<file path="src/rtl/writeback_regfile_mp_if.sv">
// Writeback lanes, packed register-file view and dump stream for writeback_regfile_mp.
// slave = register-file block, master = pipeline / trace consumer.
interface writeback_regfile_mp_if #(
  parameter int NUM_WB   = 2,
  parameter int DATA_W   = 16,
  parameter int NUM_REGS = 8,
  parameter int INSTR_W  = 16,
  parameter int CNT_W    = 16
);
  localparam int IDX_W = $clog2(NUM_REGS);

  logic [NUM_WB-1:0]          iswb;
  logic [NUM_WB-1:0]          isld;
  logic [NUM_WB*INSTR_W-1:0]  instr;
  logic [NUM_WB*DATA_W-1:0]   ldresult;
  logic [NUM_WB*DATA_W-1:0]   aluresult;
  logic [NUM_REGS*DATA_W-1:0] regvals;
  logic [CNT_W-1:0]           wb_count;
  logic                       dump_start;
  logic                       dump_busy;
  logic                       dump_valid;
  logic                       dump_ready;
  logic [IDX_W-1:0]           dump_idx;
  logic [DATA_W-1:0]          dump_data;
  logic                       dump_last;

  modport slave (
    input  iswb, isld, instr, ldresult, aluresult, dump_start, dump_ready,
    output regvals, wb_count, dump_busy, dump_valid, dump_idx, dump_data, dump_last
  );

  modport master (
    output iswb, isld, instr, ldresult, aluresult, dump_start, dump_ready,
    input  regvals, wb_count, dump_busy, dump_valid, dump_idx, dump_data, dump_last
  );
endinterface

</file>
<file path="src/rtl/writeback_regfile_mp.sv">
// Multi-lane writeback into a clocked register file (1-cycle commit, no bypass) plus a
// valid/ready dump engine; dump stalls hold the index, writeback is never stalled.
module writeback_regfile_mp #(
  parameter int NUM_WB   = 2,
  parameter int DATA_W   = 16,
  parameter int NUM_REGS = 8,
  parameter int INSTR_W  = 16,
  parameter int DEST_LSB = 8,
  parameter int R0_ZERO  = 0,
  parameter int CNT_W    = 16
) (
  input logic                   clk,
  input logic                   rst,
  writeback_regfile_mp_if.slave bus
);
  localparam int IDX_W  = $clog2(NUM_REGS);
  localparam int WCNT_W = $clog2(NUM_REGS + 1);
  localparam logic [IDX_W-1:0] LAST_IDX = IDX_W'(NUM_REGS - 1);

  typedef enum logic {IDLE, SEND} dump_state_t;

  logic [DATA_W-1:0]   regs   [NUM_REGS];
  logic [DATA_W-1:0]   wr_dat [NUM_REGS];
  logic [NUM_REGS-1:0] wr_en;
  logic [WCNT_W-1:0]   wr_cnt;
  logic [CNT_W:0]      cnt_sum;
  logic [CNT_W-1:0]    wb_count_q;

  dump_state_t      state_q, state_d;
  logic [IDX_W-1:0] idx_q, idx_d;
  logic             dump_vld;
  logic             dump_lst;
  logic [DATA_W-1:0] dump_dat;

  logic unused_instr;
  assign unused_instr = ^bus.instr;

  // Lanes scanned oldest to youngest so the youngest lane hitting a register wins.
  always_comb begin
    wr_en = '0;
    for (int r = 0; r < NUM_REGS; r++) begin
      wr_dat[r] = '0;
      for (int k = 0; k < NUM_WB; k++) begin
        if (bus.iswb[k] && (bus.instr[k*INSTR_W + DEST_LSB +: IDX_W] == IDX_W'(r))) begin
          wr_en[r]  = 1'b1;
          wr_dat[r] = bus.isld[k] ? bus.ldresult[k*DATA_W +: DATA_W]
                                  : bus.aluresult[k*DATA_W +: DATA_W];
        end
      end
    end
    if (R0_ZERO != 0) wr_en[0] = 1'b0;
  end

  // One applied write per enabled register, so conflicts and r0 drops are already excluded.
  always_comb begin
    wr_cnt = '0;
    for (int r = 0; r < NUM_REGS; r++) wr_cnt = wr_cnt + WCNT_W'(wr_en[r]);
  end

  assign cnt_sum = {1'b0, wb_count_q} + (CNT_W+1)'(wr_cnt);

  always_ff @(posedge clk) begin
    if (rst) begin
      for (int r = 0; r < NUM_REGS; r++) regs[r] <= '0;
      wb_count_q <= '0;
    end else begin
      for (int r = 0; r < NUM_REGS; r++) begin
        if (wr_en[r]) regs[r] <= wr_dat[r];
      end
      wb_count_q <= cnt_sum[CNT_W] ? '1 : cnt_sum[CNT_W-1:0];
    end
  end

  always_ff @(posedge clk) begin
    if (rst) begin
      state_q <= IDLE;
      idx_q   <= '0;
    end else begin
      state_q <= state_d;
      idx_q   <= idx_d;
    end
  end

  always_comb begin
    state_d  = state_q;
    idx_d    = idx_q;
    dump_vld = 1'b0;
    dump_lst = 1'b0;
    dump_dat = '0;
    case (state_q)
      IDLE: begin
        if (bus.dump_start) begin
          state_d = SEND;
          idx_d   = '0;
        end
      end
      SEND: begin
        dump_vld = 1'b1;
        dump_lst = (idx_q == LAST_IDX);
        dump_dat = regs[idx_q];
        if (bus.dump_ready) begin
          if (idx_q == LAST_IDX) begin
            state_d = IDLE;
            idx_d   = '0;
          end else begin
            idx_d = idx_q + 1'b1;
          end
        end
      end
      default: state_d = IDLE;
    endcase
  end

  for (genvar i = 0; i < NUM_REGS; i++) begin : g_regvals
    assign bus.regvals[i*DATA_W +: DATA_W] = regs[i];
  end

  assign bus.wb_count   = wb_count_q;
  assign bus.dump_valid = dump_vld;
  assign bus.dump_busy  = dump_vld;
  assign bus.dump_last  = dump_lst;
  assign bus.dump_idx   = idx_q;
  assign bus.dump_data  = dump_dat;
endmodule

</file>
<file path="src/flat_wrapper.sv">
// flat-port wrapper written by rule: the top's interface ports become plain ports
module writeback_regfile_mp_flat 
#(
  parameter int NUM_WB   = 2,
  parameter int DATA_W   = 16,
  parameter int NUM_REGS = 8,
  parameter int INSTR_W  = 16,
  parameter int DEST_LSB = 8,
  parameter int R0_ZERO  = 0,
  parameter int CNT_W    = 16
)
  (clk, rst, bus_iswb, bus_isld, bus_instr, bus_ldresult, bus_aluresult, bus_dump_start, bus_dump_ready, bus_regvals, bus_wb_count, bus_dump_busy, bus_dump_valid, bus_dump_idx, bus_dump_data, bus_dump_last);
  writeback_regfile_mp_if #(.NUM_WB(NUM_WB), .DATA_W(DATA_W), .NUM_REGS(NUM_REGS), .INSTR_W(INSTR_W), .CNT_W(CNT_W)) bus_i ();
  input logic clk;
  input logic rst;
  input wire logic [$bits(bus_i.iswb)-1:0] bus_iswb;
  input wire logic [$bits(bus_i.isld)-1:0] bus_isld;
  input wire logic [$bits(bus_i.instr)-1:0] bus_instr;
  input wire logic [$bits(bus_i.ldresult)-1:0] bus_ldresult;
  input wire logic [$bits(bus_i.aluresult)-1:0] bus_aluresult;
  input wire logic [$bits(bus_i.dump_start)-1:0] bus_dump_start;
  input wire logic [$bits(bus_i.dump_ready)-1:0] bus_dump_ready;
  output wire logic [$bits(bus_i.regvals)-1:0] bus_regvals;
  output wire logic [$bits(bus_i.wb_count)-1:0] bus_wb_count;
  output wire logic [$bits(bus_i.dump_busy)-1:0] bus_dump_busy;
  output wire logic [$bits(bus_i.dump_valid)-1:0] bus_dump_valid;
  output wire logic [$bits(bus_i.dump_idx)-1:0] bus_dump_idx;
  output wire logic [$bits(bus_i.dump_data)-1:0] bus_dump_data;
  output wire logic [$bits(bus_i.dump_last)-1:0] bus_dump_last;
  assign bus_i.iswb = bus_iswb;
  assign bus_i.isld = bus_isld;
  assign bus_i.instr = bus_instr;
  assign bus_i.ldresult = bus_ldresult;
  assign bus_i.aluresult = bus_aluresult;
  assign bus_i.dump_start = bus_dump_start;
  assign bus_i.dump_ready = bus_dump_ready;
  assign bus_regvals = bus_i.regvals;
  assign bus_wb_count = bus_i.wb_count;
  assign bus_dump_busy = bus_i.dump_busy;
  assign bus_dump_valid = bus_i.dump_valid;
  assign bus_dump_idx = bus_i.dump_idx;
  assign bus_dump_data = bus_i.dump_data;
  assign bus_dump_last = bus_i.dump_last;
  writeback_regfile_mp #(.NUM_WB(NUM_WB), .DATA_W(DATA_W), .NUM_REGS(NUM_REGS), .INSTR_W(INSTR_W), .DEST_LSB(DEST_LSB), .R0_ZERO(R0_ZERO), .CNT_W(CNT_W)) u_core (.clk(clk), .rst(rst), .bus(bus_i));
endmodule
</file>
<file path="config.mk">
export PLATFORM = sky130hd
export DESIGN_NAME = writeback_regfile_mp_flat
export DESIGN_NICKNAME = d
export VERILOG_FILES = /design/src/rtl/writeback_regfile_mp_if.sv /design/src/rtl/writeback_regfile_mp.sv /design/src/flat_wrapper.sv
export SDC_FILE = /design/constraint.sdc
export NUM_CORES = 1
export LEC_CHECK = 0
export ABC_AREA = 1
export BUFFER_PORTS_ARGS = -buffer_cell sky130_fd_sc_hd__buf_2
export CAP_MARGIN = 20
export CORE_MARGIN = 5
export CORE_UTILIZATION = 30
export DETAILED_ROUTE_END_ITERATION = 16
export SLEW_MARGIN = 10
export SYNTH_ARGS = -nofsm -noshare
export SYNTH_HDL_FRONTEND = slang
export SYNTH_SLANG_ARGS = --single-unit
</file>
<file path="constraint.sdc">
create_clock -name clk -period 4.1 [get_ports clk]
set_clock_uncertainty 0.05 [all_clocks]
set_input_delay 0.41 -clock clk [delete_from_list [all_inputs] [get_ports clk]]
set_output_delay 0.41 -clock clk [all_outputs]
set_load 0.02 [all_outputs]
</file>
==> impl_metrics.env <==
export IMPL_crit_top_cell="nand2_1"
export IMPL_p_sw_frac=0.329
export IMPL_synth_cells=1084
export IMPL_synth_area_sq_mm=0.00903
export IMPL_drive_gt1_frac=0.312
export IMPL_worst_slew_pin_slew_ps=894
export IMPL_ys_seq_area_frac=0.476
export IMPL_holdCritStartpoint="bus_dump_start"
export IMPL_yosysWarningCount=0
export IMPL_grt_max_degree=49
export IMPL_cap_violations=0
export IMPL_vdd_drop_max_mv=0.176
export IMPL_die_w_um=184
export IMPL_rsz0062_at_grt="false"
export IMPL_htreeDepth=4
export IMPL_clock_root_buffer="clkbuf_16"
export IMPL_drv_slew=0
export IMPL_max_stage_delay_ps=550
export IMPL_grt_pass1_wl_mm=53.8
export IMPL_gp_congestion=0.916
export IMPL_clkLatencyLatePin_ps=440
export IMPL_setup_tns_final_ps=0
export IMPL_slowest_stage="fa_1"
export IMPL_cts_buffers=17
export IMPL_max_freq_ghz=0.260
export IMPL_cp_arrival_ps=4140
export IMPL_critPathKind="input port to register"
export IMPL_die_h_um=184
export IMPL_synth_area_top_cells="edfxtp_1 (43%), nand2_1 (14%), a21oi_1 (7.4%)"
export IMPL_clockPowerShare=0.369
export IMPL_outcome="complete, no violations"
export IMPL_antenna_cells=0
export IMPL_design_area_sq_mm=0.0115
export IMPL_cts_sinks=151
export IMPL_portBuffers=243
export IMPL_rows=63
export IMPL_fin_crit_ps=3850
export IMPL_relSlewSlack=0.403
export IMPL_yosysTopAreaCellShare=0.425
export IMPL_first_pass_iters=5
export IMPL_whs_ps=206
export IMPL_place_area_sq_mm=0.0109
export IMPL_wl_per_cell_um=21.5
export IMPL_p_comb_frac=0.202
export IMPL_p_switching_mw=1.43
export IMPL_syn2layout_area_growth_pct=27.7
export IMPL_grt_pass1_vias=8634
export IMPL_synth_top_area_cell="edfxtp_1"
export IMPL_post_route_drc_count=0
export IMPL_p_total_mw=4.35
export IMPL_worst_setup_path_end_kind="register"
export IMPL_ys_types=38
export IMPL_syn_avg_cell_area_sq_um=8.33
export IMPL_seq_power_share=0.429
export IMPL_grt_overflow=0
export IMPL_routed_wl_mm=37.3
export IMPL_p_int_mw=2.92
export IMPL_tritoncts="yes"
export IMPL_layout_setup_ws_ps=250
export IMPL_antenna_found_initial=0
export IMPL_vias=8967
export IMPL_cp_max_fo=5
export IMPL_setup_violations=0
export IMPL_place_ws_ps=-260
export IMPL_hpwl_mm=27.2
export IMPL_p_per_area_mw_per_mm2=377
export IMPL_syn_num_nets=1202
export IMPL_viasPerCell=5.16
export IMPL_nets=1453
export IMPL_drt_iter0_markers=758
export IMPL_rr_startpoint="u_core.bus.wb_count[0]"
export IMPL_ys_ff_latch=151
export IMPL_hold_violations=0
export IMPL_track_usage=0.214
export IMPL_cts_buffer_depth=2
export IMPL_period_share=0.939
export IMPL_power_leakage_nw=4.50
export IMPL_ios=270
export IMPL_ant_nets=0
export IMPL_core_area_sq_mm=0.0297
export IMPL_fillers=3065
export IMPL_cp_required_ps=4390
export IMPL_critPathLaunchType="input port"
export IMPL_start_util=0.304
export IMPL_path_clk_slew_ps=70
export IMPL_cts_hold_buf=0
export IMPL_dieArea_sq_mm=0.0337
export IMPL_min_path_type="input port to register"
export IMPL_worst_setup_path_startpoint="bus_iswb[1]"
## layer usage
metal	vias to the layer above	track usage	part of all wire
li1	4167	-	-
met1	4201	0.269	0.39
met2	533	0.360	0.47
met3	66	0.0512	0.11
met4	0	0.0781	0.034
met5	-	0	0
## cells in the mapped netlist (all sizes together)
cell type	count
nand2	333
a21oi	143
nor2	132
edfxtp	128
o21ai	86
inv	57
buf	39
mux2	32
nand3	26
dfxtp	23
clkbuf	20
mux2i	16
o22ai	16
ha	9
fa	5
nor3	5
nand4	4
xor2	3
nand3b	2
xnor2	2
a31oi	1
and2	1
or2	1
## cell usage in the layout (no fill, tap or decap), drive strengths merged, types with 9 or more instances in the layout
| cell type | Yosys | layout |
|---|---|---|
| mux2i | 16 | 16 |
| ha | 9 | 9 |
| buf | 39 | 291 |
| nand2 | 333 | 333 |
| edfxtp | 128 | 128 |
| dfxtp | 23 | 23 |
| nor2 | 132 | 132 |
| o22ai | 16 | 16 |
| inv | 57 | 64 |
| nand3 | 26 | 26 |
| o21ai | 86 | 86 |
| a21oi | 143 | 143 |
| mux2 | 32 | 32 |
| clkbuf | 20 | 18 |
## repair_timing
item / 4_1_cts / 5_1_grt
endpoints found under the hold margin: 0 / 0
gates resized for setup: 0 / 2
setup endpoints to repair: 0 / 1
buffers inserted: 0 / 0
## critical path, delay by kind of cell
kind	cells	cell delay (ps)
xor gates and xnor gates	1	130
adders and majority gates	6	2280
buffers and inverters	7	520
and+or+nand+nor	11	800
## power by group through the flow
stage	registers [mW]	logic, mW	clock network (mW)
after CTS	1.86	0.888	1.61
after global placement	1.89	0.875	0
after global routing	1.88	0.946	1.67
after floorplan	2.01	0.370	0
after detailed placement	1.90	0.885	0
final	1.86	0.880	1.61
## final timing paths
kind | slack [ps] | to | depth (start not counted)
worst max register to register | 2340 | u_core.bus.wb_count[10] | 12
worst max-delay path | 250 | u_core.bus.wb_count[10] | 25
worst min-delay path | 210 | u_core.state_q | 3
worst min register to register | 460 | u_core.bus.dump_idx[2] | 2
## sequential cells by signal (all words and copies together) (netlist names), named ones only
signal,cells
u_core.state_q,1
u_core.bus.dump_idx,3
u_core.regs,128
u_core.bus.wb_count,16
## metrics by stage
| step | util | instances |
|---|---|---|
| finish | 0.388 | 1738 |
| global route | 0.388 | 1738 |
| CTS | 0.388 | 1738 |
| detailed placement | 0.368 | 1706 |
| global placement | 0.368 | 1706 |
| floorplan | - | 1084 |
## cell families after synthesis
kind of cell | synth area share
buffers and inverters | 0.0557
xor gates and xnor gates | 0.00485
muxes | 0.0576
and+or+nand+nor | 0.238
DFF | 0.476
AOI/OAI and AO/OA | 0.144
adders and majority gates | 0.0235
## area by class of cell
cell class,count,area (sq um),area share
multi-input combinational,817,4320,0.375
sequential,151,4310,0.373
timing repair buffer,291,1600,0.139
tap,390,488,0.0423
clock buffer,18,429,0.0372
inverter,57,226,0.0196
clock inverter,14,158,0.0137
Note: power is estimated with default switching activity, not from simulation.
